===== src/rtl/pc_pkg.sv =====
// Shared definitions for the PC sequencer: condition codes, flag bit
// positions and the sequencer FSM states.
package pc_pkg;

    typedef enum logic [2:0] {
        CCC_NE     = 3'b000,
        CCC_EQ     = 3'b001,
        CCC_GT     = 3'b010,
        CCC_LT     = 3'b011,
        CCC_GE     = 3'b100,
        CCC_LE     = 3'b101,
        CCC_OVF    = 3'b110,
        CCC_UNCOND = 3'b111
    } ccc_e;

    localparam int FLAG_Z = 2;
    localparam int FLAG_V = 1;
    localparam int FLAG_N = 0;

    typedef enum logic [1:0] {
        ST_RUN        = 2'd0,
        ST_WAIT_FLAGS = 2'd1,
        ST_HALTED     = 2'd2
    } state_e;

endpackage


===== src/rtl/pc_sequencer_if.sv =====
// Fetch/branch bundle between the decode stage (master) and the PC sequencer (slave).
interface pc_sequencer_if #(
    parameter int PC_W  = 16,
    parameter int IMM_W = 9
);
    logic              en;
    logic              halt;
    logic              br_valid;
    logic              br_mode;
    logic [2:0]        ccc;
    logic [IMM_W-1:0]  imm;
    logic [PC_W-1:0]   br_pc;
    logic [PC_W-1:0]   br_reg;
    logic [2:0]        flags;
    logic              flags_busy;
    logic [PC_W-1:0]   pc;
    logic              redirect;
    logic              stall;
    logic              halted;

    modport master (
        output en, halt, br_valid, br_mode, ccc, imm, br_pc, br_reg, flags, flags_busy,
        input  pc, redirect, stall, halted
    );

    modport slave (
        input  en, halt, br_valid, br_mode, ccc, imm, br_pc, br_reg, flags, flags_busy,
        output pc, redirect, stall, halted
    );
endinterface


===== src/rtl/branch_cond_eval.sv =====
// Combinational branch condition evaluation: condition code plus {Z,V,N}
// flags to a take decision.
module branch_cond_eval
    import pc_pkg::*;
(
    input  logic [2:0] ccc_i,
    input  logic [2:0] flags_i,
    output logic       take_o
);
    logic z_flag;
    logic v_flag;
    logic n_flag;

    assign z_flag = flags_i[FLAG_Z];
    assign v_flag = flags_i[FLAG_V];
    assign n_flag = flags_i[FLAG_N];

    always_comb begin
        take_o = 1'b0;
        case (ccc_e'(ccc_i))
            CCC_NE:     take_o = ~z_flag;
            CCC_EQ:     take_o = z_flag;
            CCC_GT:     take_o = ~z_flag & ~n_flag;
            CCC_LT:     take_o = n_flag;
            CCC_GE:     take_o = z_flag | (~z_flag & ~n_flag);
            CCC_LE:     take_o = n_flag | z_flag;
            CCC_OVF:    take_o = v_flag;
            CCC_UNCOND: take_o = 1'b1;
            default:    take_o = 1'b0;
        endcase
    end
endmodule


===== src/rtl/pc_sequencer.sv =====
// Fetch PC sequencer: sequential advance, conditional PC-relative/register
// branches with a wait state for in-flight flag writers, and a halt state.
module pc_sequencer
    import pc_pkg::*;
#(
    parameter int              PC_W     = 16,
    parameter int              IMM_W    = 9,
    parameter int              INC      = 2,
    parameter logic [PC_W-1:0] RESET_PC = '0
) (
    input  logic           clk,
    input  logic           rst,
    pc_sequencer_if.slave  bus
);
    state_e            state_q, state_d;
    logic [PC_W-1:0]   pc_q, pc_d;
    logic              redirect_q, redirect_d;
    logic              halted_q, halted_d;
    logic [2:0]        cap_ccc_q, cap_ccc_d;
    logic [PC_W-1:0]   cap_target_q, cap_target_d;

    logic [PC_W-1:0]   imm_ext;
    logic [PC_W-1:0]   target;
    logic [PC_W-1:0]   pc_seq;
    logic [2:0]        eval_ccc;
    logic              take;
    logic              stall;

    assign imm_ext = PC_W'($signed(bus.imm));
    assign target  = bus.br_mode ? bus.br_reg : (bus.br_pc + PC_W'(INC) + imm_ext);
    assign pc_seq  = pc_q + PC_W'(INC);

    // A parked branch is judged on its captured code against the live flags.
    assign eval_ccc = (state_q == ST_WAIT_FLAGS) ? cap_ccc_q : bus.ccc;

    branch_cond_eval u_cond (
        .ccc_i   (eval_ccc),
        .flags_i (bus.flags),
        .take_o  (take)
    );

    always_comb begin
        state_d      = state_q;
        pc_d         = pc_q;
        redirect_d   = 1'b0;
        cap_ccc_d    = cap_ccc_q;
        cap_target_d = cap_target_q;
        stall        = 1'b0;
        case (state_q)
            ST_RUN: begin
                if (bus.en) begin
                    if (bus.halt) begin
                        state_d = ST_HALTED;
                    // The slot right after a redirect holds a wrong-path
                    // instruction, so its branch is squashed.
                    end else if (bus.br_valid && !redirect_q) begin
                        if ((ccc_e'(bus.ccc) != CCC_UNCOND) && bus.flags_busy) begin
                            state_d      = ST_WAIT_FLAGS;
                            cap_ccc_d    = bus.ccc;
                            cap_target_d = target;
                            stall        = 1'b1;
                        end else if (take) begin
                            pc_d       = target;
                            redirect_d = 1'b1;
                        end else begin
                            pc_d = pc_seq;
                        end
                    end else begin
                        pc_d = pc_seq;
                    end
                end
            end
            ST_WAIT_FLAGS: begin
                if (bus.flags_busy) begin
                    stall = 1'b1;
                end else begin
                    state_d = ST_RUN;
                    if (take) begin
                        pc_d       = cap_target_q;
                        redirect_d = 1'b1;
                    end else begin
                        pc_d = pc_seq;
                    end
                end
            end
            ST_HALTED: begin
                state_d = ST_HALTED;
            end
            default: begin
                state_d = ST_RUN;
            end
        endcase
        halted_d = (state_d == ST_HALTED);
    end

    always_ff @(posedge clk) begin
        if (rst) begin
            state_q      <= ST_RUN;
            pc_q         <= RESET_PC;
            redirect_q   <= 1'b0;
            halted_q     <= 1'b0;
            cap_ccc_q    <= '0;
            cap_target_q <= '0;
        end else begin
            state_q      <= state_d;
            pc_q         <= pc_d;
            redirect_q   <= redirect_d;
            halted_q     <= halted_d;
            cap_ccc_q    <= cap_ccc_d;
            cap_target_q <= cap_target_d;
        end
    end

    assign bus.pc       = pc_q;
    assign bus.redirect = redirect_q;
    assign bus.halted   = halted_q;
    assign bus.stall    = stall;
endmodule


===== src/flat_wrapper.sv =====
// flat-port wrapper written by rule: the top's interface ports become plain ports
module pc_sequencer_flat import pc_pkg::*;
#(
    parameter int              PC_W     = 16,
    parameter int              IMM_W    = 9,
    parameter int              INC      = 2,
    parameter logic [PC_W-1:0] RESET_PC = '0
)
  (clk, rst, bus_en, bus_halt, bus_br_valid, bus_br_mode, bus_ccc, bus_imm, bus_br_pc, bus_br_reg, bus_flags, bus_flags_busy, bus_pc, bus_redirect, bus_stall, bus_halted);
  pc_sequencer_if #(.PC_W(PC_W), .IMM_W(IMM_W)) bus_i ();
  input  logic clk;
  input  logic rst;
  input wire logic [$bits(bus_i.en)-1:0] bus_en;
  input wire logic [$bits(bus_i.halt)-1:0] bus_halt;
  input wire logic [$bits(bus_i.br_valid)-1:0] bus_br_valid;
  input wire logic [$bits(bus_i.br_mode)-1:0] bus_br_mode;
  input wire logic [$bits(bus_i.ccc)-1:0] bus_ccc;
  input wire logic [$bits(bus_i.imm)-1:0] bus_imm;
  input wire logic [$bits(bus_i.br_pc)-1:0] bus_br_pc;
  input wire logic [$bits(bus_i.br_reg)-1:0] bus_br_reg;
  input wire logic [$bits(bus_i.flags)-1:0] bus_flags;
  input wire logic [$bits(bus_i.flags_busy)-1:0] bus_flags_busy;
  output wire logic [$bits(bus_i.pc)-1:0] bus_pc;
  output wire logic [$bits(bus_i.redirect)-1:0] bus_redirect;
  output wire logic [$bits(bus_i.stall)-1:0] bus_stall;
  output wire logic [$bits(bus_i.halted)-1:0] bus_halted;
  assign bus_i.en = bus_en;
  assign bus_i.halt = bus_halt;
  assign bus_i.br_valid = bus_br_valid;
  assign bus_i.br_mode = bus_br_mode;
  assign bus_i.ccc = bus_ccc;
  assign bus_i.imm = bus_imm;
  assign bus_i.br_pc = bus_br_pc;
  assign bus_i.br_reg = bus_br_reg;
  assign bus_i.flags = bus_flags;
  assign bus_i.flags_busy = bus_flags_busy;
  assign bus_pc = bus_i.pc;
  assign bus_redirect = bus_i.redirect;
  assign bus_stall = bus_i.stall;
  assign bus_halted = bus_i.halted;
  pc_sequencer #(.PC_W(PC_W), .IMM_W(IMM_W), .INC(INC), .RESET_PC(RESET_PC)) u_core (.clk(clk), .rst(rst), .bus(bus_i));
endmodule

===== config.mk =====
export PLATFORM = sky130hd
export DESIGN_NAME = pc_sequencer_flat
export DESIGN_NICKNAME = d
export VERILOG_FILES = /design/src/rtl/pc_pkg.sv /design/src/rtl/pc_sequencer_if.sv /design/src/rtl/branch_cond_eval.sv /design/src/rtl/pc_sequencer.sv /design/src/flat_wrapper.sv
export SDC_FILE = /design/constraint.sdc
export NUM_CORES = 1
export LEC_CHECK = 0
export CAP_MARGIN = 20
export CELL_PAD_IN_SITES_DETAIL_PLACEMENT = 1
export CELL_PAD_IN_SITES_GLOBAL_PLACEMENT = 2
export CORE_UTILIZATION = 30
export CTS_CLUSTER_DIAMETER = 40
export DETAILED_ROUTE_END_ITERATION = 12
export PLACE_DENSITY_LB_ADDON = 0.1
export SLEW_MARGIN = 25
export SYNTH_ARGS = -nofsm -noshare
export SYNTH_HDL_FRONTEND = slang
export SYNTH_SLANG_ARGS = --single-unit

===== constraint.sdc =====
create_clock -name clk -period 3.47 [get_ports clk]
set_input_delay 0.694 -clock clk [delete_from_list [all_inputs] [get_ports clk]]
set_output_delay 0.694 -clock clk [all_outputs]
set_load 0.02 [all_outputs]

==> impl_metrics.env <==
export IMPL_nets=612
export IMPL_antennaDiodeCount=0
export IMPL_vdd_drop_max_v=0.000171
export IMPL_hpwl_um=8760
export IMPL_start_util_pct=31.3
export IMPL_holdPathStages=2
export IMPL_routedWlPerCell_um=17.0
export IMPL_ys_flop_type="dfxtp_1"
export IMPL_h_tree_depth=2
export IMPL_crit_path_end_kind="register"
export IMPL_fmax_mhz=303
export IMPL_final_hold_viol_count=0
export IMPL_top_layer_used="met4"
export IMPL_cts_buffer_depth=2
export IMPL_die_area_um2=11900
export IMPL_slew_headroom_pct=51.8
export IMPL_grt_overflow_total=0
export IMPL_routed_via_count=3684
export IMPL_grt_max_degree=34
export IMPL_met1Wirelength_um=5330
export IMPL_final_common_cell="clkdlybuf4s50_1"
export IMPL_ioPinCount=73
export IMPL_r2r_cells=8
export IMPL_synth_edf_count=0
export IMPL_drc=0
export IMPL_r2r_slack_ns=0.42
export IMPL_rsz0062_at_grt="false"
export IMPL_track_usage_pct=19.6
export IMPL_crit_type="input port to register"
export IMPL_critPathSlowestCell="clkdlybuf4s50_1"
export IMPL_cp_common_cell="ha_1"
export IMPL_layout_setup_ws_ns=0.175
export IMPL_path_max_fanout=4
export IMPL_die_y_um=109
export IMPL_die_w_um=109
export IMPL_syn_inst=443
export IMPL_met3_length_um=413
export IMPL_critPathMaxStageDelay_ns=0.41
export IMPL_avgSynthCellArea_um2=7.76
export IMPL_vias_per_cell=5.51
export IMPL_min_delay_path_class="register to register"
export IMPL_grt_pass1_wl_um=18200
export IMPL_drt_iter0_markers=115
export IMPL_syn_to_final_growth_pct=35.0
export IMPL_status="complete, no violations"
export IMPL_ys_types=67
export IMPL_fillers=1394
export IMPL_drt_first_pass_iters=4
export IMPL_multi_input_area_um2=2530
export IMPL_synthesis_nets=528
export IMPL_path_cells="clkdlybuf4s50_1 -> ha_1 -> ha_1 -> nor2b_2 -> o31a_1 -> o211ai_1 -> a31oi_1 -> o21a_1 -> or3_4 -> a311oi_2"
export IMPL_cts_sinks=39
export IMPL_arrival_ns=3.49
export IMPL_drive_above_1_share_pct=11.6
export IMPL_num_rows=38
export IMPL_place_ws_ns=-0.301
export IMPL_ant_nets=0
export IMPL_grt_pass1_vias=3679
export IMPL_critPathLaunchType="input port"
export IMPL_clk_pin_slew_ns=0.06
export IMPL_cts_tree="yes"
export IMPL_syn_area_um2=3440
export IMPL_drv_slew=0
export IMPL_dr_wl_met2_um=5520
export IMPL_ys_ff_latch=39
export IMPL_period_needed_ns=3.30
export IMPL_ff_latch_area_um2=781
export IMPL_setup_tns_final_ns=0
export IMPL_portBuffers=72
export IMPL_cts_root_buffer="clkbuf_16"
export IMPL_cts_buffers=5
export IMPL_drv_cap=0
export IMPL_tightest_slew_ns=0.721
export IMPL_drt_wl_total_um=11400
export IMPL_final_cell_mix="clkdlybuf4s50_1 (70), nor2_1 (55), dfxtp_1 (39)"
export IMPL_ys_async_sr_fraction_pct=0
export IMPL_core_area_um2=11000
export IMPL_antenna_found_initial=0
export IMPL_final_period_utilization_pct=95.0
export IMPL_clk_latency_ns=0.28
export IMPL_ys_seq_area_share_pct=22.7
export IMPL_worst_ep_required_time_ns=3.67
export IMPL_utilization_pct=42.3
export IMPL_ys_warn_count=0
export IMPL_gp_congestion=0.805
export IMPL_leakagePower_nw=1.82
export IMPL_clock_skew_ns=0.00463
export IMPL_finalSetupViolCount=0
export IMPL_power_density_nw_per_um2=328
report_power, final:
group          total [mW]  switching, mW  internal [mW]
Sequential          0.496         0.0273          0.469
Clock               0.448          0.186          0.262
Combinational       0.576          0.300          0.277
Total                1.52          0.513           1.01
what timing repair did:
item	CTS	global route
endpoints found under the setup margin	1	7
pin swaps	0	10
hold buffers	0	0
gates cloned	0	0
gates resized for setup	1	13
setup buffers	0	2
cells by family (layout without fill, tap and decap cells):
| group | Yosys count | count (layout) | synth area share, % |
|---|---|---|---|
| DFF | 39 | 39 | 22.7 |
| xor gates and xnor gates | 16 | 16 | 4.07 |
| and+or+nand+nor | 158 | 158 | 22.1 |
| AOI/OAI and AO/OA | 142 | 142 | 29.9 |
| buffers and inverters | 41 | 126 | 5.02 |
| adders and majority gates | 31 | 31 | 11.5 |
| muxes | 16 | 16 | 4.77 |
cells in the mapped netlist (all sizes together) (3+ instances only):
cell type	instances	area share, %
nor2	56	6.1
dfxtp	39	23
ha	30	11
nand2	30	3.3
o21ai	28	4.1
a21oi	20	2.9
clkbuf	19	2.1
a211oi	18	4.1
nand3	17	2.5
inv	15	1.6
mux2i	13	3.8
nor3	13	1.9
a311oi	10	2.5
and3	10	1.8
xor2	9	2.3
o211ai	8	1.7
buf	7	1.3
xnor2	7	1.8
a31oi	6	1.1
nor2b	6	1.1
o31ai	5	1.1
a22oi	4	0.87
and4	4	1.0
nand2b	4	0.73
nand4	4	0.73
o21a	4	0.87
a21o	3	0.65
a22o	3	0.76
and2	3	0.55
mux2	3	0.98
o22ai	3	0.55
o311ai	3	0.76
or2	3	0.55
final cells by class:
class                      count  share of cell area (%)
sequential                    39                    16.8
clock inverter                 3                   0.323
timing repair buffer         103                    20.6
tap                          140                    3.77
inverter                      15                    1.21
clock buffer                   5                    2.70
multi-input combinational    363                    54.5
registers in the layout, indices dropped and copies added, names as in the netlist:
| register | count |
|---|---|
| u_core.state_q | 2 |
| u_core.bus.pc | 16 |
| u_core.bus.redirect | 1 |
| u_core.cap_target_q | 16 |
| u_core.bus.halted | 1 |
| u_core.cap_ccc_q | 3 |
stage by stage:
step | hold slack, ns | total power [mW] | std cells | instance area [um^2]
CTS | 0.500 | 1.53 | 666 | 4580
floorplan | 0.455 | 0.836 | 443 | 3440
finish | 0.497 | 1.52 | 668 | 4640
global placement | 0.478 | 1.06 | 658 | 4440
global route | 0.518 | 1.62 | 668 | 4640
detailed placement | 0.483 | 1.07 | 658 | 4440
critical path: cells and delay by family:
family	cells	cell delay, ns
buffers and inverters	1	0.41
and+or+nand+nor	2	0.51
AOI/OAI and AO/OA	5	1.24
adders and majority gates	2	0.64
per-layer routing:
| layer | vias to the layer above | track usage [%] |
|---|---|---|
| li1 | 1843 | - |
| met5 | - | 0 |
| met2 | 79 | 35.2 |
| met3 | 9 | 2.69 |
| met4 | 0 | 5.31 |
| met1 | 1753 | 24.1 |
worst paths after layout:
| path | from | end |
|---|---|---|
| max | bus_br_pc[3] | u_core.cap_target_q[13] |
| min | u_core.cap_target_q[7] | u_core.cap_target_q[7] |
| max reg2reg | u_core.state_q[1] | u_core.bus.pc[13] |
| min reg2reg | u_core.cap_target_q[7] | u_core.cap_target_q[7] |
No activity file was read; power rests on OpenSTA's default activity.
